<file path="src/rtl/jaa_pkg.sv">
// Shared Java bytecode constants for the fetch unit and the translator.
// Opcode values, fetch FSM encoding and operand-count codes.
package jaa_pkg;

    localparam logic [7:0] OP_NOP      = 8'h00;
    localparam logic [7:0] OP_ICONST_0 = 8'h03;
    localparam logic [7:0] OP_ICONST_5 = 8'h08;
    localparam logic [7:0] OP_BIPUSH   = 8'h10;
    localparam logic [7:0] OP_SIPUSH   = 8'h11;
    localparam logic [7:0] OP_ILOAD    = 8'h15;
    localparam logic [7:0] OP_ILOAD_0  = 8'h1A;
    localparam logic [7:0] OP_ILOAD_3  = 8'h1D;
    localparam logic [7:0] OP_ISTORE   = 8'h36;
    localparam logic [7:0] OP_ISTORE_0 = 8'h3B;
    localparam logic [7:0] OP_ISTORE_3 = 8'h3E;
    localparam logic [7:0] OP_IADD     = 8'h60;
    localparam logic [7:0] OP_ISUB     = 8'h64;
    localparam logic [7:0] OP_IINC     = 8'h84;
    localparam logic [7:0] OP_GOTO     = 8'hA7;

    localparam logic [1:0] NOPS_0 = 2'd0;
    localparam logic [1:0] NOPS_1 = 2'd1;
    localparam logic [1:0] NOPS_2 = 2'd2;

    typedef enum logic [2:0] {
        ST_IDLE = 3'd0,
        ST_REQ  = 3'd1,
        ST_LAT  = 3'd2,
        ST_EMIT = 3'd3,
        ST_DONE = 3'd4
    } state_t;

endpackage

</file>
<file path="src/rtl/jbc_fetch_if.sv">
// ROM read port and bytecode bundle handshake of the fetch unit.
// master = fetch unit side, slave = ROM / translator side.
interface jbc_fetch_if #(
    parameter int ADDR_W = 10
);
    logic              rom_en;
    logic [ADDR_W-1:0] rom_addr;
    logic [7:0]        rom_data;
    logic              bc_valid;
    logic              bc_ready;
    logic [7:0]        bc_opcode;
    logic [7:0]        bc_op1;
    logic [7:0]        bc_op2;
    logic [1:0]        bc_nops;
    logic [ADDR_W-1:0] bc_pc;
    logic              bc_illegal;

    modport master (
        output rom_en, rom_addr,
        input  rom_data,
        output bc_valid, bc_opcode, bc_op1, bc_op2,
        output bc_nops, bc_pc, bc_illegal,
        input  bc_ready
    );

    modport slave (
        input  rom_en, rom_addr,
        output rom_data,
        input  bc_valid, bc_opcode, bc_op1, bc_op2,
        input  bc_nops, bc_pc, bc_illegal,
        output bc_ready
    );
endinterface

</file>
<file path="src/rtl/jbc_len_decode.sv">
// Opcode length classifier: operand count and illegal flag.
// Purely combinational so the translator can reuse it as a cross-check.
module jbc_len_decode
    import jaa_pkg::*;
(
    input  logic [7:0] i_opcode,
    output logic [1:0] o_nops,
    output logic       o_illegal
);
    logic w_zero;
    logic w_one;
    logic w_two;

    assign w_zero = (i_opcode == OP_NOP)
        || (i_opcode >= OP_ICONST_0 && i_opcode <= OP_ICONST_5)
        || (i_opcode >= OP_ILOAD_0 && i_opcode <= OP_ILOAD_3)
        || (i_opcode >= OP_ISTORE_0 && i_opcode <= OP_ISTORE_3)
        || (i_opcode == OP_IADD)
        || (i_opcode == OP_ISUB);

    assign w_one = (i_opcode == OP_BIPUSH)
        || (i_opcode == OP_ILOAD)
        || (i_opcode == OP_ISTORE);

    assign w_two = (i_opcode == OP_SIPUSH)
        || (i_opcode == OP_IINC)
        || (i_opcode == OP_GOTO);

    // map the class flags onto the operand count, unknowns are illegal
    always_comb begin
        o_nops    = NOPS_0;
        o_illegal = 1'b0;
        unique case (1'b1)
            w_zero:  o_nops = NOPS_0;
            w_one:   o_nops = NOPS_1;
            w_two:   o_nops = NOPS_2;
            default: o_illegal = 1'b1;
        endcase
    end
endmodule

</file>
<file path="src/rtl/jbc_fetch.sv">
// Bytecode fetch: reads opcode and operand bytes from a synchronous ROM
// and hands one complete bytecode per valid/ready handshake downstream.
module jbc_fetch
    import jaa_pkg::*;
#(
    parameter int ADDR_W = 10
) (
    input  logic            clk,
    input  logic            reset,
    input  logic            start,
    input  logic [ADDR_W:0] prog_len,
    output logic            done,
    output logic            err_trunc,
    jbc_fetch_if.master     bus
);
    localparam logic [ADDR_W:0] PC_ONE = 1;

    state_t            r_state;
    logic [ADDR_W:0]   r_pc;
    logic [ADDR_W:0]   r_len;
    logic [1:0]        r_k;
    logic              r_rom_en;
    logic [ADDR_W-1:0] r_rom_addr;
    logic              r_valid;
    logic [7:0]        r_opc;
    logic [7:0]        r_op1;
    logic [7:0]        r_op2;
    logic [1:0]        r_nops;
    logic [ADDR_W-1:0] r_bc_pc;
    logic              r_ill;
    logic              r_done;
    logic              r_trunc;

    logic [1:0]        w_dec_nops;
    logic              w_dec_ill;
    logic [ADDR_W:0]   w_pc_nxt;
    logic              w_need;

    jbc_len_decode u_len (
        .i_opcode  (bus.rom_data),
        .o_nops    (w_dec_nops),
        .o_illegal (w_dec_ill)
    );

    assign w_pc_nxt = r_pc + PC_ONE;

    // after this LAT, does the current bytecode still need operand bytes
    always_comb begin
        w_need = 1'b0;
        if (r_k == 2'd0) begin
            w_need = (w_dec_nops != NOPS_0);
        end else begin
            w_need = (r_k < r_nops);
        end
    end

    // fetch FSM with all outputs registered
    always_ff @(posedge clk or posedge reset) begin
        if (reset) begin
            r_state    <= ST_IDLE;
            r_pc       <= '0;
            r_len      <= '0;
            r_k        <= 2'd0;
            r_rom_en   <= 1'b0;
            r_rom_addr <= '0;
            r_valid    <= 1'b0;
            r_opc      <= 8'h00;
            r_op1      <= 8'h00;
            r_op2      <= 8'h00;
            r_nops     <= NOPS_0;
            r_bc_pc    <= '0;
            r_ill      <= 1'b0;
            r_done     <= 1'b0;
            r_trunc    <= 1'b0;
        end else begin
            case (r_state)
                ST_IDLE, ST_DONE: begin
                    if (start) begin
                        r_pc    <= '0;
                        r_len   <= prog_len;
                        r_trunc <= 1'b0;
                        r_k     <= 2'd0;
                        if (prog_len != '0) begin
                            r_state    <= ST_REQ;
                            r_rom_en   <= 1'b1;
                            r_rom_addr <= '0;
                            r_done     <= 1'b0;
                        end else begin
                            r_state <= ST_DONE;
                            r_done  <= 1'b1;
                        end
                    end
                end
                ST_REQ: begin
                    r_rom_en <= 1'b0;
                    r_state  <= ST_LAT;
                end
                ST_LAT: begin
                    r_pc <= w_pc_nxt;
                    if (r_k == 2'd0) begin
                        r_opc   <= bus.rom_data;
                        r_op1   <= 8'h00;
                        r_op2   <= 8'h00;
                        r_nops  <= w_dec_nops;
                        r_ill   <= w_dec_ill;
                        r_bc_pc <= r_pc[ADDR_W-1:0];
                    end else if (r_k == 2'd1) begin
                        r_op1 <= bus.rom_data;
                    end else begin
                        r_op2 <= bus.rom_data;
                    end
                    if (w_need) begin
                        if (w_pc_nxt < r_len) begin
                            r_state    <= ST_REQ;
                            r_rom_en   <= 1'b1;
                            r_rom_addr <= w_pc_nxt[ADDR_W-1:0];
                            r_k        <= r_k + 2'd1;
                        end else begin
                            r_state <= ST_DONE;
                            r_trunc <= 1'b1;
                            r_done  <= 1'b1;
                        end
                    end else begin
                        r_state <= ST_EMIT;
                        r_valid <= 1'b1;
                    end
                end
                ST_EMIT: begin
                    if (bus.bc_ready) begin
                        r_valid <= 1'b0;
                        r_k     <= 2'd0;
                        if (r_pc == r_len) begin
                            r_state <= ST_DONE;
                            r_done  <= 1'b1;
                        end else begin
                            r_state    <= ST_REQ;
                            r_rom_en   <= 1'b1;
                            r_rom_addr <= r_pc[ADDR_W-1:0];
                        end
                    end
                end
                default: r_state <= ST_IDLE;
            endcase
        end
    end

    assign bus.rom_en     = r_rom_en;
    assign bus.rom_addr   = r_rom_addr;
    assign bus.bc_valid   = r_valid;
    assign bus.bc_opcode  = r_opc;
    assign bus.bc_op1     = r_op1;
    assign bus.bc_op2     = r_op2;
    assign bus.bc_nops    = r_nops;
    assign bus.bc_pc      = r_bc_pc;
    assign bus.bc_illegal = r_ill;
    assign done           = r_done;
    assign err_trunc      = r_trunc;
endmodule

</file>
<file path="src/flat_wrapper.sv">
// flat-port wrapper written by rule: the top's interface ports become plain ports
module jbc_fetch_flat import jaa_pkg::*;
#(
    parameter int ADDR_W = 10
)
  (clk, reset, start, prog_len, done, err_trunc, bus_rom_en, bus_rom_addr, bus_rom_data, bus_bc_valid, bus_bc_opcode, bus_bc_op1, bus_bc_op2, bus_bc_nops, bus_bc_pc, bus_bc_illegal, bus_bc_ready);
  jbc_fetch_if #(.ADDR_W(ADDR_W)) bus_i ();
  input  logic clk;
  input  logic reset;
  input  logic start;
  input  logic [ADDR_W:0] prog_len;
  output logic done;
  output logic err_trunc;
  output wire logic [$bits(bus_i.rom_en)-1:0] bus_rom_en;
  output wire logic [$bits(bus_i.rom_addr)-1:0] bus_rom_addr;
  input wire logic [$bits(bus_i.rom_data)-1:0] bus_rom_data;
  output wire logic [$bits(bus_i.bc_valid)-1:0] bus_bc_valid;
  output wire logic [$bits(bus_i.bc_opcode)-1:0] bus_bc_opcode;
  output wire logic [$bits(bus_i.bc_op1)-1:0] bus_bc_op1;
  output wire logic [$bits(bus_i.bc_op2)-1:0] bus_bc_op2;
  output wire logic [$bits(bus_i.bc_nops)-1:0] bus_bc_nops;
  output wire logic [$bits(bus_i.bc_pc)-1:0] bus_bc_pc;
  output wire logic [$bits(bus_i.bc_illegal)-1:0] bus_bc_illegal;
  input wire logic [$bits(bus_i.bc_ready)-1:0] bus_bc_ready;
  assign bus_rom_en = bus_i.rom_en;
  assign bus_rom_addr = bus_i.rom_addr;
  assign bus_i.rom_data = bus_rom_data;
  assign bus_bc_valid = bus_i.bc_valid;
  assign bus_bc_opcode = bus_i.bc_opcode;
  assign bus_bc_op1 = bus_i.bc_op1;
  assign bus_bc_op2 = bus_i.bc_op2;
  assign bus_bc_nops = bus_i.bc_nops;
  assign bus_bc_pc = bus_i.bc_pc;
  assign bus_bc_illegal = bus_i.bc_illegal;
  assign bus_i.bc_ready = bus_bc_ready;
  jbc_fetch #(.ADDR_W(ADDR_W)) u_core (.clk(clk), .reset(reset), .start(start), .prog_len(prog_len), .done(done), .err_trunc(err_trunc), .bus(bus_i));
endmodule
</file>
<file path="config.mk">
export PLATFORM = sky130hd
export DESIGN_NAME = jbc_fetch_flat
export DESIGN_NICKNAME = d
export VERILOG_FILES = /design/src/rtl/jaa_pkg.sv /design/src/rtl/jbc_fetch_if.sv /design/src/rtl/jbc_len_decode.sv /design/src/rtl/jbc_fetch.sv /design/src/flat_wrapper.sv
export SDC_FILE = /design/constraint.sdc
export NUM_CORES = 1
export LEC_CHECK = 0
export ABC_AREA = 1
export CAP_MARGIN = 10
export CELL_PAD_IN_SITES_DETAIL_PLACEMENT = 2
export CELL_PAD_IN_SITES_GLOBAL_PLACEMENT = 2
export CORE_ASPECT_RATIO = 1.1
export CORE_UTILIZATION = 31
export CTS_CLUSTER_DIAMETER = 200
export CTS_CLUSTER_SIZE = 25
export DETAILED_ROUTE_END_ITERATION = 8
export PLACE_DENSITY_LB_ADDON = 0.1
export REMOVE_ABC_BUFFERS = 1
export SYNTH_ARGS = -nofsm -noshare
export SYNTH_HDL_FRONTEND = slang
export SYNTH_SLANG_ARGS = --single-unit
export TNS_END_PERCENT = 30
</file>
<file path="constraint.sdc">
create_clock -name clk -period 3.1 [get_ports clk]
set_input_delay 0.62 -clock clk [delete_from_list [all_inputs] [get_ports clk]]
set_output_delay 0.62 -clock clk [all_outputs]
set_load 0.03 [all_outputs]
</file>
==> results of run 1 <==
routing by layer:
layer	up-vias	global-route usage (%)
met5	-	0
met4	0	8.480
met3	16	3.199
met2	52	38.32
met1	1994	23.08
li1	1863	-
registers in the layout, summed over array words and instances, names as in the netlist, 2 cells and up:
| register | flops |
|---|---|
| u_core.bus.bc_op2 | 8 |
| u_core.r_state | 3 |
| u_core.bus.bc_opcode | 8 |
| u_core.bus.bc_op1 | 8 |
| u_core.bus.bc_pc | 10 |
| u_core.bus.rom_addr | 10 |
| u_core.r_len | 11 |
| u_core.r_k | 2 |
| u_core.bus.bc_nops | 2 |
| u_core.r_pc | 11 |
what timing repair did:
item | in CTS | in global routing
gates resized for setup | 1 | 10
buffers inserted | 0 | 4
pin swaps | 0 | 8
endpoints found under the setup margin | 4 | 16
gates cloned | 0 | 1
cells by family after synthesis:
group                    count (synthesis)  share of synthesized area [%]
AND/OR/NAND/NOR                        249                          26.00
buffers and inverters                   86                          8.985
flip-flops                              78                          45.36
multiplexers                            16                          4.187
XOR/XNOR                                 5                          1.018
AO/OA/AOI/OAI                           76                          9.799
adder cells (fa/ha/maj)                 16                          4.652
how the worst max path moves through the flow:
stage / startpoint / endpoint / cells past startpoint
after floorplan: u_core.r_pc[0]$_DFFE_PP0P_ / u_core.bus.rom_en$_DFFE_PP0P_ / 20
after global placement: u_core.r_pc[1]$_DFFE_PP0P_ / u_core.bus.rom_en$_DFFE_PP0P_ / 20
after detailed placement: u_core.r_pc[1]$_DFFE_PP0P_ / u_core.r_k[0]$_DFFE_PP0P_ / 19
after CTS: u_core.r_pc[1]$_DFFE_PP0P_ / u_core.bus.rom_en$_DFFE_PP0P_ / 20
after global routing: u_core.r_pc[1]$_DFFE_PP0P_ / u_core.bus.rom_en$_DFFE_PP0P_ / 20
final: u_core.r_pc[1]$_DFFE_PP0P_ / u_core.bus.rom_en$_DFFE_PP0P_ / 20
cell usage after synthesis, types with 5 or more instances:
cell	instances
sky130_fd_sc_hd__nand2_1	146
sky130_fd_sc_hd__dfrtp_1	78
sky130_fd_sc_hd__inv_1	63
sky130_fd_sc_hd__o21ai_0	51
sky130_fd_sc_hd__nor2_1	43
sky130_fd_sc_hd__nand4_1	20
sky130_fd_sc_hd__ha_1	16
sky130_fd_sc_hd__mux2_2	16
sky130_fd_sc_hd__nand3_1	14
sky130_fd_sc_hd__nand2_2	9
sky130_fd_sc_hd__inv_2	8
sky130_fd_sc_hd__o21ai_1	8
sky130_fd_sc_hd__nor2_2	7
sky130_fd_sc_hd__clkbuf_1	5
sky130_fd_sc_hd__o22ai_1	5
layout by cell type (no fill, tap or decap), types with 2 or more instances in the layout:
| master | count |
|---|---|
| sky130_fd_sc_hd__dfrtp_1 | 78 |
| sky130_fd_sc_hd__o22ai_1 | 5 |
| sky130_fd_sc_hd__o21ai_1 | 8 |
| sky130_fd_sc_hd__clkinv_4 | 4 |
| sky130_fd_sc_hd__ha_4 | 2 |
| sky130_fd_sc_hd__nand4_4 | 2 |
| sky130_fd_sc_hd__o21a_1 | 2 |
| sky130_fd_sc_hd__o2111ai_1 | 2 |
| sky130_fd_sc_hd__nand3_1 | 12 |
| sky130_fd_sc_hd__nor3_1 | 2 |
| sky130_fd_sc_hd__nand2_2 | 11 |
| sky130_fd_sc_hd__inv_1 | 62 |
| sky130_fd_sc_hd__nand3_2 | 2 |
| sky130_fd_sc_hd__nand2_4 | 3 |
| sky130_fd_sc_hd__a21oi_1 | 4 |
| sky130_fd_sc_hd__o21ai_0 | 51 |
| sky130_fd_sc_hd__clkdlybuf4s50_1 | 73 |
| sky130_fd_sc_hd__xnor2_1 | 2 |
| sky130_fd_sc_hd__mux2_2 | 16 |
| sky130_fd_sc_hd__buf_4 | 9 |
| sky130_fd_sc_hd__nand2_1 | 143 |
| sky130_fd_sc_hd__xor2_1 | 3 |
| sky130_fd_sc_hd__ha_1 | 14 |
| sky130_fd_sc_hd__nor2_2 | 8 |
| sky130_fd_sc_hd__nand4_1 | 20 |
| sky130_fd_sc_hd__clkbuf_16 | 9 |
| sky130_fd_sc_hd__inv_2 | 8 |
| sky130_fd_sc_hd__nor2_1 | 42 |
cell type report:
cell class	instances	area [µm²]	share of cell area [%]
Multi-Input combinational cell	363	2036	36.07
Sequential cell	78	1952	34.58
Timing Repair Buffer	84	845.8	14.99
Inverter	72	271.5	4.810
Tap cell	184	230.2	4.079
Clock buffer	9	225.2	3.990
Clock inverter	7	83.83	1.485
power by group:
part	internal (mW)	switching (mW)
Clock	0.635	0.467
Combinational	1.29	2.23
Sequential	1.43	0.312
Total	3.35	3.01
worst max-delay path, stage by stage (launching register included):
cell and delay [ns]:
sky130_fd_sc_hd__dfrtp_1 0.42, sky130_fd_sc_hd__ha_4 0.18, sky130_fd_sc_hd__nand3_2 0.09, sky130_fd_sc_hd__nor2_1 0.16, sky130_fd_sc_hd__nand4_1 0.12, sky130_fd_sc_hd__nor2_1 0.15, sky130_fd_sc_hd__xor2_1 0.21, sky130_fd_sc_hd__inv_1 0.11
sky130_fd_sc_hd__ha_4 0.25, sky130_fd_sc_hd__nand2_1 0.08, sky130_fd_sc_hd__inv_1 0.06, sky130_fd_sc_hd__nand2_1 0.07, sky130_fd_sc_hd__nand2_1 0.06, sky130_fd_sc_hd__nor2_2 0.15, sky130_fd_sc_hd__nand3_2 0.15, sky130_fd_sc_hd__nand2_4 0.15
sky130_fd_sc_hd__nand2_2 0.07, sky130_fd_sc_hd__nor2_1 0.11, sky130_fd_sc_hd__nand3_1 0.09, sky130_fd_sc_hd__nand2_1 0.08, sky130_fd_sc_hd__nand2_1 0.05
through the flow:
stage | hold WS, ns | area, µm² | instances | power (mW)
floorplan | 0.4530 | 4187 | 512 | 3.787
global placement | 0.4584 | 5206 | 775 | 4.965
detailed placement | 0.4677 | 5206 | 775 | 5.097
CTS | 0.4831 | 5518 | 791 | 6.272
global route | 0.5102 | 5644 | 797 | 6.841
finish | 0.4746 | 5644 | 797 | 6.360
==> impl_metrics.toml, run 1 <==
[critical_path]
critical_path.reg2reg.endpoint = "u_core.bus.rom_en$_DFFE_PP0P_"
crit_path_start_kind = "flop"
r2r_setup_slack_ns = 0.16
reg2reg_depth = 20
required_ns = 3.34
regToRegStartpoint = "u_core.r_pc[1]$_DFFE_PP0P_"
worst-setup-path-type = "reg2reg"
end_kind = "flop"
worst-endpoint-arrival_ns = 3.17
critical_path_peak_fanout = 5

[die]
area_of_the_die_um2 = 14360
start_util_pct = 32.16
dieWidth_um = 114.3
floorplan.rows = 44
ioPinCount = 74
fp.dieH_um = 125.6
design.core.area_um2 = 13380

[cts]
clk_sink_count = 78
clock_tree.htree_level_count = 3
cts-hold-fix-buffers = 0
clock_tree.buffer_depth = 2
cts_inserted_buffers = 9
clock_latency_ns = 0.35
cts_tree = "built"
root_buffer_cell = "sky130_fd_sc_hd__clkbuf_16"
cts_clk_pin_slew_worst_paths_ns = 0.07

[placed_design]
place.detailed.hpwl_mm = 10.34
port_buffers = 73
place.gp.congestion = 0.8464
preCtsSetupSlack_ns = 0.03851

[cells_and_area]
final_net_count = 647
area_growth_pct = 31.17
antenna_cells = 0
utilization_pct = 42.19
post_route_cells_drive_above_1_share_pct = 14.19
filler_cell_count = 1540

[sta]
timing_worst_slew_pin_value_ns = 0.5526
setup_ws_ns = 0.1629
finalMaxSlewViolations = 0
achievable-frequency_ghz = 0.3405
rsz0062_at_grt = "no"
sum_of_negative_setup_slack_ns = 0
total_of_endpoints_with_negative_setup_slack_in_the_final_report = 0
fin_skew_ns = 0.006732
relative_slew_slack_pct = 62.87
post-route-min-period_ns = 2.937
report.final.hold_viol_count = 0
final_cycle_utilization_of_the_critical_path_pct = 94.75

[detailed_routing]
met3_length_um = 330
highest_routing_layer_actually_used = "met4"
met2_length_mm = 7.618
drt.antenna.violating_nets = 0
detail_route.iter0.violations = 99
route.detailed.drc = 0
routed_length_on_met1_mm = 5.870
routed_wire_length_per_instance_um = 17.72
drt-total-wl_mm = 14.12
post_drt_via_cell_ratio = 4.925
route.vias.total = 3925
detailedRoute.firstPassIterationCount = 4

[yosys]
synthFlopType = "sky130_fd_sc_hd__dfrtp_1"
edff_count_synth = 0
synth-seq-area-share_pct = 45.36
syn-cell-area_um2 = 4303
yosysWarningCount = 0
yosys_register_bits = 78
yosysTopAreaCell = "sky130_fd_sc_hd__dfrtp_1"
synth_area_per_cell_um2 = 8.180
synth.top_cell.area_share_pct = 45.36
ys_async_sr_fraction_pct = 100.0
synthTopCellsByArea = "sky130_fd_sc_hd__dfrtp_1 45%, sky130_fd_sc_hd__nand2_1 13%, sky130_fd_sc_hd__o21ai_0 5.9%, sky130_fd_sc_hd__inv_1 5.5%, sky130_fd_sc_hd__ha_1 4.7%"
netlist-cell-type-count = 37
synthCells = 526

[global_routing]
grt_remaining_overflow = 0
first_global_vias = 4307
grt_start_max_net_pins = 79
wire_length_of_the_first_global_routing_pass_mm = 22.45
antenna_found_initial = 0
groute.usage.overall_pct = 20.62

[pwr]
ir_drop_worst_vdd_mv = 0.3840
leakage_nw = 2.725
power_density_nw_per_um2 = 1127

[status]
run_status = "complete, no violations"

[flow_run]
timing.max_cap.violations = 0

[hold_path]
hold_path.startpoint = "u_core.bus.rom_addr[0]$_DFFE_PP0P_"
hp-class = "reg2reg"
holdPathEnd = "u_core.bus.rom_addr[0]$_DFFE_PP0P_"
worstHoldPathCells = 2
No activity file was read; power rests on OpenSTA's default activity.
==> inputs of run 2 (changes only) <==
--- a/config.mk
+++ b/config.mk
@@ -10,6 +10,7 @@
 export CELL_PAD_IN_SITES_DETAIL_PLACEMENT = 2
 export CELL_PAD_IN_SITES_GLOBAL_PLACEMENT = 2
 export CORE_ASPECT_RATIO = 1.1
+export CORE_MARGIN = 4
 export CORE_UTILIZATION = 31
 export CTS_CLUSTER_DIAMETER = 200
 export CTS_CLUSTER_SIZE = 25
==> run 2 against run 1 <==
  * Wire length up 3.2%
  * Setup slack better by 0.0016 ns
  * Clock power increased by 12%
  * Total power grew 1.6%
  * Global-route usage down 1.7 points
  * Sequential power barely moved
  * Highest routed layer unchanged
  * Combinational power about the same
  * Sequential cell count unchanged
  * Critical path type unchanged
  * Sequential share of layout area fell by 0.10 points
  * Critical path depth decreased by 2
  * Register-to-register slack about the same
  * Clock skew about the same
==> impl_metrics.toml, run 2 (synthesis gave the netlist of run 1 again) <==
[status]
run_status = "complete, no violations"

[cells_and_area]
post_layout_nonfiller_instances = 798
final_cell_mix = "144 x sky130_fd_sc_hd__nand2_1, 77 x sky130_fd_sc_hd__dfrtp_1, 73 x sky130_fd_sc_hd__clkdlybuf4s50_1"
area_growth_pct = 31.64
antenna_cells = 0
final_net_count = 648
layout_commonest_cell = "sky130_fd_sc_hd__nand2_1"
post_route_cells_drive_above_1_share_pct = 14.01
filler_cell_count = 1510
layout_top_registers = "u_core.r_len: 11 flops, u_core.r_pc: 11 flops"

[critical_path]
regToRegStartpoint = "u_core.r_pc[1]$_DFFE_PP0P_"
critical_path_peak_fanout = 5
worst-setup-path-type = "reg2reg"
critical_path.reg2reg.endpoint = "u_core.err_trunc$_DFFE_PP0P_"
critical_path.startpoint = "u_core.r_pc[1]$_DFFE_PP0P_"
cp-endpoint = "u_core.err_trunc$_DFFE_PP0P_"
worst-endpoint-arrival_ns = 3.22
end_kind = "flop"
crit_path_start_kind = "flop"
reg2reg_depth = 18
r2r_setup_slack_ns = 0.16
required_ns = 3.39

[detailed_routing]
route.detailed.drc = 0
routed_wire_length_per_instance_um = 18.25
post_drt_via_cell_ratio = 4.886
drt.antenna.violating_nets = 0
detailedRoute.firstPassIterationCount = 4
route.vias.total = 3899
detail_route.iter0.violations = 100
drt-total-wl_mm = 14.57

[sta]
post-route-min-period_ns = 2.936
final_cycle_utilization_of_the_critical_path_pct = 94.69
report.final.hold_viol_count = 0
total_of_endpoints_with_negative_setup_slack_in_the_final_report = 0
achievable-frequency_ghz = 0.3407
final.hold.worst_slack_ns = 0.4749
timing_worst_slew_pin_value_ns = 0.7357
finalMaxSlewViolations = 0
relative_slew_slack_pct = 50.95
fin_skew_ns = 0.006779

[hold_path]
hold_path.startpoint = "u_core.bus.rom_addr[4]$_DFFE_PP0P_"
hp-class = "reg2reg"
worstHoldPathCells = 2

[cts]
cts-hold-fix-buffers = 0
clk_sink_count = 78
clock_tree.htree_level_count = 3
root_buffer_cell = "sky130_fd_sc_hd__clkbuf_16"
cts_inserted_buffers = 9
cts_tree = "built"
clock_latency_ns = 0.35
clock_tree.buffer_depth = 2
cts_clk_pin_slew_worst_paths_ns = 0.06

[pwr]
pwr-share-clk_pct = 19.0
total_switching_power_mw = 2.986
power.combinational.fraction_pct = 54.0
internal_cell_power_mw = 3.474
power.share.sequential_pct = 27.0
ir_drop_worst_vdd_mv = 0.3700
sw_frac_of_total_pct = 46.22
leakage_nw = 2.734
power_density_nw_per_um2 = 1140

[flow_run]
timing.max_cap.violations = 0

[die]
floorplan.rows = 44
start_util_pct = 32.16
ioPinCount = 74
fp.dieH_um = 131.6
design.core.area_um2 = 13380
dieWidth_um = 120.3
area_of_the_die_um2 = 15830

[global_routing]
first_global_vias = 4452
wire_length_of_the_first_global_routing_pass_mm = 23.59
groute.usage.overall_pct = 18.90
grt_remaining_overflow = 0
grt_start_max_net_pins = 42
antenna_found_initial = 0

[placed_design]
place.detailed.hpwl_mm = 10.96
dp.cells = 776
place.gp.congestion = 0.8464
port_buffers = 73
## run 2: timing repair
action	CTS	global route
pin swaps	0	5
resized for setup	1	10
gates cloned	0	1
endpoints found under the hold margin	0	0
buffers inserted	0	5
endpoints found under the setup margin	1	16
## run 2: worst min path at each step
stage | endpoint | slack [ns]
5_1_grt | u_core.bus.bc_opcode[4]$_DFFE_PP0P_ | 0.52
2_1_floorplan | u_core.r_len[8]$_DFFE_PP0P_ | 0.45
3_3_place_gp | u_core.bus.rom_addr[4]$_DFFE_PP0P_ | 0.46
4_1_cts | u_core.bus.rom_addr[4]$_DFFE_PP0P_ | 0.48
6_report | u_core.bus.rom_addr[4]$_DFFE_PP0P_ | 0.47
3_5_place_dp | u_core.bus.rom_addr[4]$_DFFE_PP0P_ | 0.47
## run 2: stage by stage
| stage | util (%) | total power, mW | worst slack, ns | TNS (ns) | instance area (µm²) |
|---|---|---|---|---|---|
| 2_1_floorplan | - | 3.787 | 0.4349 | 0 | 4187 |
| 3_3_place_gp | 39.07 | 5.012 | 0.2685 | 0 | 5226 |
| 3_5_place_dp | 39.07 | 5.151 | 0.04348 | 0 | 5226 |
| 4_1_cts | 41.62 | 6.446 | 0.04184 | 0 | 5568 |
| 5_1_grt | 42.34 | 6.977 | -0.03735 | -0.1138 | 5664 |
| 6_report | 42.34 | 6.460 | 0.1645 | 0 | 5664 |
## run 2: layout make-up
type	instances	area, µm²	share of cell area [%]
inverters	72	271.5	4.793
flip-flops and latches	78	1953	34.48
well taps	184	230.2	4.065
clock inverters	6	110.1	1.944
clock buffers	10	229.0	4.042
multi-input cells	363	2024	35.74
repair buffers	85	845.8	14.93
## run 2: power by group through the flow
stage	combinational (mW)	sequential, mW	clock [mW]
2_1_floorplan	1.63	2.16	0
3_3_place_gp	3.28	1.74	0
3_5_place_dp	3.39	1.76	0
4_1_cts	3.44	1.75	1.26
5_1_grt	3.86	1.81	1.31
6_report	3.49	1.74	1.23
## run 2: critical path, cell delays in order (launching register included)
cell,delay (ns)
sky130_fd_sc_hd__dfrtp_2,0.42
sky130_fd_sc_hd__ha_4,0.16
sky130_fd_sc_hd__nand3_1,0.11
sky130_fd_sc_hd__nor2_2,0.15
sky130_fd_sc_hd__nand4_1,0.12
sky130_fd_sc_hd__nor2_1,0.16
sky130_fd_sc_hd__xor2_1,0.21
sky130_fd_sc_hd__inv_1,0.10
sky130_fd_sc_hd__ha_4,0.27
sky130_fd_sc_hd__nand2_1,0.05
sky130_fd_sc_hd__inv_1,0.07
sky130_fd_sc_hd__nand3_1,0.11
sky130_fd_sc_hd__nor2_1,0.13
sky130_fd_sc_hd__nand2_1,0.09
sky130_fd_sc_hd__nand3_2,0.14
sky130_fd_sc_hd__nand2_4,0.10
sky130_fd_sc_hd__buf_4,0.16
sky130_fd_sc_hd__a21oi_1,0.16
sky130_fd_sc_hd__o21a_1,0.14
## run 2: per-layer routing
metal / GRT usage (%) / up-vias / wire length, µm
met4: 4.975 / 0 / 218
met1: 20.93 / 1965 / 5834
met3: 4.342 / 15 / 467
met5: 0 / - / 0
met2: 35.93 / 60 / 8046
li1: - / 1859 / -
==> inputs of run 3 (changes only) <==
--- a/config.mk
+++ b/config.mk
@@ -6,7 +6,7 @@
 export NUM_CORES = 1
 export LEC_CHECK = 0
 export ABC_AREA = 1
-export CAP_MARGIN = 10
+export CAP_MARGIN = 20
 export CELL_PAD_IN_SITES_DETAIL_PLACEMENT = 2
 export CELL_PAD_IN_SITES_GLOBAL_PLACEMENT = 2
 export CORE_ASPECT_RATIO = 1.1
==> results of run 3 <==
Final layout, timing and power as in run 2 (identical DEF).
